File: src/rtl/led_heartbeat.sv
// rtl/led_heartbeat.sv - LED heartbeat: reset synchroniser, tick prescaler, blink phase and shared PWM.
// Each channel selects OFF, ON, BLINK or DIM from a 2-bit mode field.
module led_heartbeat #(
  parameter int NCH         = 4,
  parameter int DIV         = 16000000,
  parameter int SYNC_STAGES = 2,
  parameter int PWM_BITS    = 8
) (
  input  logic                  pixel_clk,
  input  logic                  sys_rst,
  input  logic [2*NCH-1:0]      mode,
  input  logic [PWM_BITS-1:0]   duty,
  output logic                  pixel_rst,
  output logic                  tick,
  output logic [NCH-1:0]        led
);

  localparam int CW = $clog2(DIV);
  localparam logic [CW-1:0] CNT_MAX = CW'(DIV - 1);

  localparam logic [1:0] MODE_OFF   = 2'b00;
  localparam logic [1:0] MODE_ON    = 2'b01;
  localparam logic [1:0] MODE_BLINK = 2'b10;
  localparam logic [1:0] MODE_DIM   = 2'b11;

  logic [SYNC_STAGES-1:0] rst_sync;
  logic [CW-1:0]          cnt;
  logic                   phase;
  logic [PWM_BITS-1:0]    pwm_cnt;
  logic                   cnt_last;
  logic                   pwm_on;

  // Assert immediately, release only after the chain has flushed to zero.
  always_ff @(posedge pixel_clk or posedge sys_rst) begin
    if (sys_rst) begin
      rst_sync <= '1;
    end else begin
      rst_sync <= {rst_sync[SYNC_STAGES-2:0], 1'b0};
    end
  end

  assign pixel_rst = rst_sync[SYNC_STAGES-1];

  assign cnt_last = (cnt == CNT_MAX);
  assign pwm_on   = (pwm_cnt < duty);

  always_ff @(posedge pixel_clk or posedge pixel_rst) begin
    if (pixel_rst) begin
      cnt     <= '0;
      tick    <= 1'b0;
      phase   <= 1'b0;
      pwm_cnt <= '0;
    end else begin
      cnt     <= cnt_last ? '0 : cnt + 1'b1;
      tick    <= cnt_last;
      phase   <= phase ^ cnt_last;
      pwm_cnt <= pwm_cnt + 1'b1;
    end
  end

  for (genvar c = 0; c < NCH; c++) begin : g_ch
    // Odd channels blink in antiphase so neighbouring LEDs alternate.
    localparam logic ODD = ((c % 2) == 1);

    always_ff @(posedge pixel_clk or posedge pixel_rst) begin
      if (pixel_rst) begin
        led[c] <= 1'b0;
      end else begin
        case (mode[2*c +: 2])
          MODE_OFF:   led[c] <= 1'b0;
          MODE_ON:    led[c] <= 1'b1;
          MODE_BLINK: led[c] <= phase ^ ODD;
          MODE_DIM:   led[c] <= pwm_on;
          default:    led[c] <= 1'b0;
        endcase
      end
    end
  end

endmodule

File: config.mk
export PLATFORM = sky130hd
export DESIGN_NAME = led_heartbeat
export DESIGN_NICKNAME = d
export VERILOG_FILES = /design/src/rtl/led_heartbeat.sv
export SDC_FILE = /design/constraint.sdc
export NUM_CORES = 1
export LEC_CHECK = 0
export BUFFER_PORTS_ARGS = -buffer_cell sky130_fd_sc_hd__buf_2
export CAP_MARGIN = 20
export CORE_MARGIN = 8
export CORE_UTILIZATION = 33
export CTS_CLUSTER_DIAMETER = 200
export DETAILED_ROUTE_END_ITERATION = 8
export PLACE_DENSITY = 0.51
export SLEW_MARGIN = 40
export SYNTH_ARGS = -nofsm -noshare
export SYNTH_HDL_FRONTEND = slang
export SYNTH_SLANG_ARGS = --single-unit
File: constraint.sdc
create_clock -name pixel_clk -period 1.3 [get_ports pixel_clk]
set_clock_uncertainty 0.15 [all_clocks]
set_input_delay 0.26 -clock pixel_clk [delete_from_list [all_inputs] [get_ports pixel_clk]]
set_output_delay 0.26 -clock pixel_clk [all_outputs]
set_load 0.01 [all_outputs]
==> summary.txt, run 1 <==
Timing
  – Minimum clock period: 1.68 ns
  – Final setup fails: 29
  – Fmax: 597 MHz
  – Slack of the critical path: -0.375 ns
  – Final Max Slew Viols: 0
  – RSZ-0062 raised after global routing: true
  – Tcrit/Tclk final: 129%
  – Final Hold Viols: 0
  – Setup TNS: -7.67 ns

Power
  – Internal power: 1.68 mW
  – Combinational power share: 6.1%
  – Clock power share: 35.8%
  – Power share of the sequential group: 58.1%
  – Power per cell area: 740 nW/um^2
  – Switching power: 0.487 mW
  – Sw Share: 22.4%
  – Worst VDD drop: 0.580 mV
  – Pleak: 1.38 nW

Worst setup path
  – Critical Path RT: 1.34 ns
  – Cell family with most CP delay: simple AND/OR/NAND/NOR gates
  – Crit Path Class: reg -> reg
  – Worst R2R End: cnt[18]$_DFF_PP0_
  – Slowest CP cell: dfrtp_1
  – Worst EP arrival: 1.71 ns
  – Startpoint Class: flip-flop
  – Crit path max fanout: 6
  – Max incr delay on CP: 0.43 ns
  – CP Capture Type: flip-flop
  – Worst R2R Start: cnt[12]$_DFF_PP0_
  – Critical path buffer and inverter count: 1
  – Worst reg2reg setup slack: -0.38 ns
  – Crit-path cells: nor4bb_2 -> nand3_1 -> nor2_4 -> clkbuf_16 -> nor2_2
  – Worst reg2reg path depth: 5

Floorplan
  – Row cnt: 27
  – Vert. Die Dim: 91.5 microns
  – Core Area: 5510 sq um
  – Ports: 24
  – Initial Util: 34.1%
  – Die footprint: 8370 sq um
  – Die X: 91.5 microns

Global routing
  – Global-route wire length before repair: 7480 microns
  – GRT Residual Overflow: 0
  – Largest net degree at the start of global routing: 39
  – Vias in the first global route: 1,582
  – Initial antenna violation count: 0
  – GRT Total Usage: 11.0%

Synth
  – Main synth FF type: dfrtp_1
  – Flops & latches, synth: 40
  – Synth cell types: 35
  – Synth async-reset ratio: 100%
  – Gate Count Post-Synth: 169
  – EDFF count, synth: 0
  – Register area share after synthesis: 53.4%
  – Syn Area/Cell: 11.1 sq um
  – Yosys warns: 0
  – Synth Net Count: 196
  – Mapped cell area: 1880 sq um

Routing
  – Vias per cell: 4.64
  – Via count: 1,513
  – Routed wire length per instance: 14.2 microns
  – WL final: 4640 microns
  – Iteration-0 DRC Markers: 36
  – First-pass detailed-route iteration total: 4
  – Antenna Violating Nets Remaining: 0
  – DRC: 0

Finish
  – Fin area: 2930 sq um
  – Layout net count: 281
  – Synth-to-Final Area Change: 55.8%
  – Cell Count, Final, Fillers Out: 326
  – Commonest non-fill, non-tap cell in the layout: buf_4
  – FILL cells: 476
  – Layout cells sized above 1: 54.3%
  – # diodes: 0
  – Most frequent cells in the layout: buf_4 (43), dfrtp_1 (38), buf_2 (22)

Hold path
  – Class of the worst hold path: in -> reg
  – WHS Endpoint: led[2]$_DFF_PP0_
  – HP Start: mode[5]
  – Hold depth: 2

Clocking
  – Clk slew on worst S/H paths: 0.08 ns
  – Worst-Skew Late Latency: 0.29 ns
  – Longest Clk Path Bufs: 2
  – CTS Buf Count: 5
  – # H-tree levels: 2
  – CTS Sinks: 40
  – CTS tree: built
  – Root buf cell: clkbuf_8

Placed design
  – Port Buffers: 23
  – Post-Place Cells: 308
  – Final HPWL DP: 3110 microns
  – Post-placement cell area: 2460 sq um
  – Gp weighted congestion: 0.835

Outcome
  – Failing checks: negative setup slack
  – Outcome: complete, but fails checks

Job
  – MaxCap Viol Count: 0
-- worst reg2reg max path, stage by stage, from the launching register on --
cell and delay [ns]:
dfrtp_1 0.43, nor4bb_2 0.33, nand3_1 0.19, nor2_4 0.21
clkbuf_16 0.21, nor2_2 0.05
-- repair_timing --
item,CTS,global route
gates resized for setup,22,37
gates cloned,0,1
buffers inserted,4,6
hold buffers,1,0
setup endpoints to repair,30,34
pin swaps,15,22
endpoints found under the hold margin,2,0
-- cells in the mapped netlist (2+ instances only) --
library cell	count	area [sq um]
nand2_1	7	26.3
and3_1	4	25.0
dfstp_2	2	52.6
nand4_1	6	37.5
a31oi_1	4	25.0
nor2_1	14	52.6
xor2_1	12	105
ha_1	9	113
a21o_1	3	22.5
a21oi_1	5	25.0
xnor2_1	16	140
inv_1	11	41.3
dfrtp_1	38	951
nand3_1	17	85.1
-- power groups by stage --
stage	logic [mW]	registers, mW	clock network, mW
floorplan	0.0501	1.29	0
finish	0.131	1.26	0.777
global placement	0.111	1.28	0
CTS	0.131	1.26	0.815
detailed placement	0.119	1.28	0
global route	0.149	1.26	0.883
-- sequential cells by signal, indices dropped and copies added (netlist names) --
name / cells
cnt: 24
led: 4
phase: 1
pwm_cnt: 8
rst_sync: 2
tick: 1
-- cells by family after synthesis --
logic type / count (synthesis) / synth area share [%]
flip-flops: 40 / 53.4
other: 1 / 0.200
buffers and inverters: 13 / 3.20
adder cells (fa/ha/maj): 9 / 5.99
XOR/XNOR: 28 / 13.0
AO/OA/AOI/OAI: 15 / 4.93
AND/OR/NAND/NOR: 63 / 19.2
-- per-layer routing --
metal | track usage [%] | up-vias | wire length (microns)
met5 | 0 | - | 0
met4 | 4.91 | 0 | 80
met3 | 3.13 | 10 | 134
met2 | 18.4 | 16 | 2520
met1 | 12.7 | 752 | 1900
li1 | - | 735 | -
-- cell type report --
class                      count  area, sq um  share of cell area [%]
multi-input combinational    116         1070                    36.6
sequential                    40         1000                    34.3
timing repair buffer          80          641                    21.9
tap                           72         90.1                    3.08
clock buffer                   6         72.6                    2.48
inverter                      11         45.0                    1.54
clock inverter                 1         5.00                   0.171
-- through the flow --
step | power [mW] | utilization, % | hold WS, ns | setup slack [ns]
6_report | 2.17 | 53.2 | 0.0133 | -0.375
5_1_grt | 2.29 | 53.2 | 0.0130 | -0.428
4_1_cts | 2.20 | 48.9 | 0.00207 | -0.339
3_5_place_dp | 1.40 | 44.8 | 0.140 | -0.373
3_3_place_gp | 1.40 | 44.8 | 0.125 | -0.345
2_1_floorplan | 1.34 | - | 0.0215 | -0.359
-- worst max-delay path by stage --
stage,from,endpoint,slack (ns),depth (start not counted)
CTS,pwm_cnt[5]$_DFF_PP0_,led[3]$_DFF_PP0_,-0.34,4
finish,cnt[12]$_DFF_PP0_,cnt[18]$_DFF_PP0_,-0.38,5
floorplan,cnt[0]$_DFF_PP0_,cnt[0]$_DFF_PP0_,-0.36,7
detailed placement,pwm_cnt[5]$_DFF_PP0_,led[3]$_DFF_PP0_,-0.37,6
global placement,cnt[22]$_DFF_PP0_,cnt[3]$_DFF_PP0_,-0.34,6
global route,cnt[0]$_DFF_PP0_,cnt[9]$_DFF_PP0_,-0.43,7
No activity file was read; power rests on OpenSTA's default activity.
==> inputs of run 2 (changes only) <==
--- a/config.mk
+++ b/config.mk
@@ -5,6 +5,7 @@
 export SDC_FILE = /design/constraint.sdc
 export NUM_CORES = 1
 export LEC_CHECK = 0
+export ABC_AREA = 1
 export BUFFER_PORTS_ARGS = -buffer_cell sky130_fd_sc_hd__buf_2
 export CAP_MARGIN = 20
 export CORE_MARGIN = 8
==> summary.txt, run 2 <==
Routing
  – DRC: 0 (unchanged)
  – Vias per cell: 4.35 (was 4.64)
  – Routed wire length per instance: 10.9 microns (was 14.2 microns)
  – Iteration-0 DRC Markers: 71 (was 36)
  – WL final: 4950 microns (was 4640 microns)
  – Antenna Violating Nets Remaining: 0 (unchanged)
  – First-pass detailed-route iteration total: 4 (unchanged)
  – Via count: 1,971 (was 1,513)

Clocking
  – Longest Clk Path Bufs: 2 (unchanged)
  – Root buf cell: clkbuf_8 (unchanged)
  – CTS Sinks: 40 (unchanged)
  – CTS tree: built (unchanged)
  – CTS Buf Count: 5 (unchanged)
  – Worst-Skew Late Latency: 0.29 ns (about the same)
  – Clk slew on worst S/H paths: 0.08 ns (about the same)
  – # H-tree levels: 2 (unchanged)

Synth
  – Synthesized-area fraction occupied by and/or/nand/nor cells: 34.0% (was 19.2%)
  – Synth cell types: 29 (was 35)
  – Yosys warns: 0 (unchanged)
  – Synth Net Count: 315 (was 196)
  – Post-synth top area share: 41.7% (was 50.6%)
  – EDFF count, synth: 0 (unchanged)
  – Top cells by area, synth: dfrtp_1 (42%), nand2_1 (10%), inv_1 (8.2%), nand3_1 (7.2%), nor2_1 (6.4%) (was dfrtp_1 (51%), xnor2_1 (7.5%), ha_1 (6.0%), xor2_1 (5.6%), nand3_1 (4.5%))
  – Cell taking the most area after synthesis: dfrtp_1 (unchanged)
  – Syn Area/Cell: 7.91 sq um (was 11.1 sq um)
  – Synth cell count leaders: nand2_1 (61), inv_1 (50), nor2_1 (39), dfrtp_1 (38), nand3_1 (33) (was dfrtp_1 (38), nand3_1 (17), xnor2_1 (16), nor2_1 (14), xor2_1 (12))
  – Top-count cell post-synth: nand2_1 (was dfrtp_1)
  – Synth Area in Compound Gates: 1.65% (was 4.93%)
  – Flops & latches, synth: 40 (unchanged)
  – Mux share of post-synthesis cell area: 0% (unchanged)
  – Synth Area in XOR/XNOR: 6.15% (was 13.0%)
  – Register area share after synthesis: 44.0% (was 53.4%)
  – Largest family of logic cells by synthesized area: simple AND/OR/NAND/NOR gates (unchanged)
  – Synth async-reset ratio: 100% (unchanged)
  – Gate Count Post-Synth: 288 (was 169)
  – Main synth FF type: dfrtp_1 (unchanged)
  – Mapped cell area: 2280 sq um (was 1880 sq um)
  – Synth Area in Adders: 4.94% (was 5.99%)

Finish
  – Largest register FFs: 24 (unchanged)
  – Layout net count: 399 (was 281)
  – Multi-input combinational cell area: 1210 sq um (was 1070 sq um)
  – # diodes: 0 (unchanged)
  – Biggest regs: cnt x24, pwm_cnt x8, led x4 (unchanged)
  – Biggest register: cnt (unchanged)
  – Finished Core Util: 47.1% (was 53.2%)
  – Most frequent cells in the layout: nand2_1 (58), inv_1 (48), buf_4 (47) (was buf_4 (43), dfrtp_1 (38), buf_2 (22))
  – Commonest non-fill, non-tap cell in the layout: nand2_1 (was buf_4)
  – Synth-to-Final Area Change: 39.8% (was 55.8%)
  – Fin area: 3180 sq um (was 2930 sq um)
  – Register area: 1000 sq um (about the same)
  – FILL cells: 691 (was 476)
  – Layout cells sized above 1: 37.8% (was 54.3%)

Worst setup path
  – Crit-path cells: ha_2 -> nand2_2 -> nor2_4 -> inv_4 -> nor2_8 -> nand3_4 -> clkinv_4 -> nor2_2 (was nor4bb_2 -> nand3_1 -> nor2_4 -> clkbuf_16 -> nor2_2)
  – Critical Path RT: 1.33 ns (was 1.34 ns)
  – Max incr delay on CP: 0.37 ns (was 0.43 ns)
  – Slowest CP cell: dfrtp_1 (unchanged)
  – Worst reg2reg setup slack: -0.25 ns (was -0.38 ns)
  – Crit Path Class: reg -> reg (unchanged)
  – CP Capture Type: flip-flop (unchanged)
  – Startpoint Class: flip-flop (unchanged)
  – Crit path max fanout: 6 (unchanged)
  – Worst EP arrival: 1.58 ns (was 1.71 ns)

Floorplan
  – Row cnt: 30 (was 27)
  – Ports: 24 (unchanged)
  – Core Area: 6760 sq um (was 5510 sq um)
  – Die X: 99.1 microns (was 91.5 microns)
  – Vert. Die Dim: 99.1 microns (was 91.5 microns)
  – Die footprint: 9820 sq um (was 8370 sq um)
  – Initial Util: 33.7% (was 34.1%)

Global routing
  – Vias in the first global route: 1,988 (was 1,582)
  – Global-route wire length before repair: 8690 microns (was 7480 microns)
  – Largest net degree at the start of global routing: 26 (was 39)
  – GRT Total Usage: 10.9% (was 11.0%)
  – GRT Residual Overflow: 0 (unchanged)
  – Initial antenna violation count: 0 (unchanged)

Timing
  – RSZ-0062 raised after global routing: true (unchanged)
  – Final setup fails: 29 (unchanged)
  – Final Hold Viols: 0 (unchanged)
  – Minimum clock period: 1.55 ns (was 1.68 ns)
  – Worst hold slack: 0.104 ns (was 0.0133 ns)
  – Slack of the critical path: -0.249 ns (was -0.375 ns)
  – Tcrit/Tclk final: 119% (was 129%)
  – Fmax: 646 MHz (was 597 MHz)
  – Final Max Slew Viols: 0 (unchanged)

Power
  – Worst VDD drop: 0.344 mV (was 0.580 mV)
  – Pleak: 1.70 nW (was 1.38 nW)
  – Power per cell area: 698 nW/um^2 (was 740 nW/um^2)

Outcome
  – Outcome: complete, but fails checks (unchanged)
  – Failing checks: negative setup slack (unchanged)

Placed design
  – Final HPWL DP: 3820 microns (was 3110 microns)
  – Port Buffers: 23 (unchanged)
  – Post-placement cell area: 2870 sq um (was 2460 sq um)
  – Gp weighted congestion: 0.826 (was 0.835)

Job
  – MaxCap Viol Count: 0 (unchanged)

Hold path
  – Class of the worst hold path: in -> reg (unchanged)
## run 2: changes by cell type after synthesis, moves of 3 or more
cell / before / now
a21o_1: 3 / 0
a31oi_1: 4 / 0
and3_1: 4 / 0
inv_1: 11 / 50
nand2_1: 7 / 61
nand3_1: 17 / 33
nand4_1: 6 / 3
nor2_1: 14 / 39
nor3_1: 0 / 6
or2_2: 1 / 6
xnor2_1: 16 / 3
## run 2: final cells by class
cell class              instances  area share, %
clock inverters                 2          0.393
clock buffers                   6           2.28
flip-flops and latches         40           31.6
multi-input cells             195           38.2
repair buffers                 77           17.9
well taps                      80           3.14
inverters                      53           6.60
## run 2: kinds of logic (layout without fill, tap and decap cells)
logic type | after synthesis | in the layout
other | 1 | 1
adders and majority gates | 9 | 9
xor gates and xnor gates | 16 | 16
and+or+nand+nor | 162 | 162
buffers and inverters | 53 | 138
DFF | 40 | 40
AOI/OAI and AO/OA | 7 | 7
## run 2: repair_timing
action | 4_1_cts | 5_1_grt
endpoints found under the setup margin | 31 | 32
buffers inserted | 4 | 4
hold endpoints to repair | 2 | 0
pin swaps | 12 | 14
hold buffers | 1 | 0
gates resized for setup | 20 | 20
## run 2: per-stage QoR
stage / cells / setup slack [ns] / setup TNS, ns / power [mW]
6_report: 453 / -0.249 / -5.06 / 2.22
3_5_place_dp: 436 / -0.227 / -4.68 / 1.42
5_1_grt: 453 / -0.360 / -7.99 / 2.34
4_1_cts: 449 / -0.249 / -5.19 / 2.27
2_1_floorplan: 288 / -0.117 / -1.91 / 1.36
3_3_place_gp: 436 / -0.201 / -3.87 / 1.42
## run 2: path summary, 6_finish.rpt
check	to	startpoint	cells after the start
worst min register to register	cnt[8]$_DFF_PP0_	rst_sync[1]$_DFF_PP1_	2
worst max-delay path	cnt[9]$_DFF_PP0_	cnt[0]$_DFF_PP0_	8
worst min-delay path	led[0]$_DFF_PP0_	mode[1]	3
max in group asynchronous	cnt[6]$_DFF_PP0_	rst_sync[1]$_DFF_PP1_	3
worst max register to register	cnt[9]$_DFF_PP0_	cnt[0]$_DFF_PP0_	8
min in group asynchronous	cnt[8]$_DFF_PP0_	rst_sync[1]$_DFF_PP1_	2
## run 2: where the power goes
group	total, mW	leakage, nW	internal, mW	switching [mW]
registers	1.26	0.522	1.26	0.00489
logic	0.146	1.14	0.0665	0.0797
clock network	0.813	0.0412	0.375	0.437
## run 2: worst max-delay path, delay by kind of cell (launching register included)
kind | cells | cell delay, ns
AND/OR/NAND/NOR | 5 | 0.55
buffers and inverters | 2 | 0.17
flip-flops | 1 | 0.37
adder cells (fa/ha/maj) | 1 | 0.19
## run 2: routing by layer
metal	track usage [%]	wire length, microns
met5	0	0
met4	4.54	52
met3	2.16	131
met2	16.8	2230
met1	14.6	2540
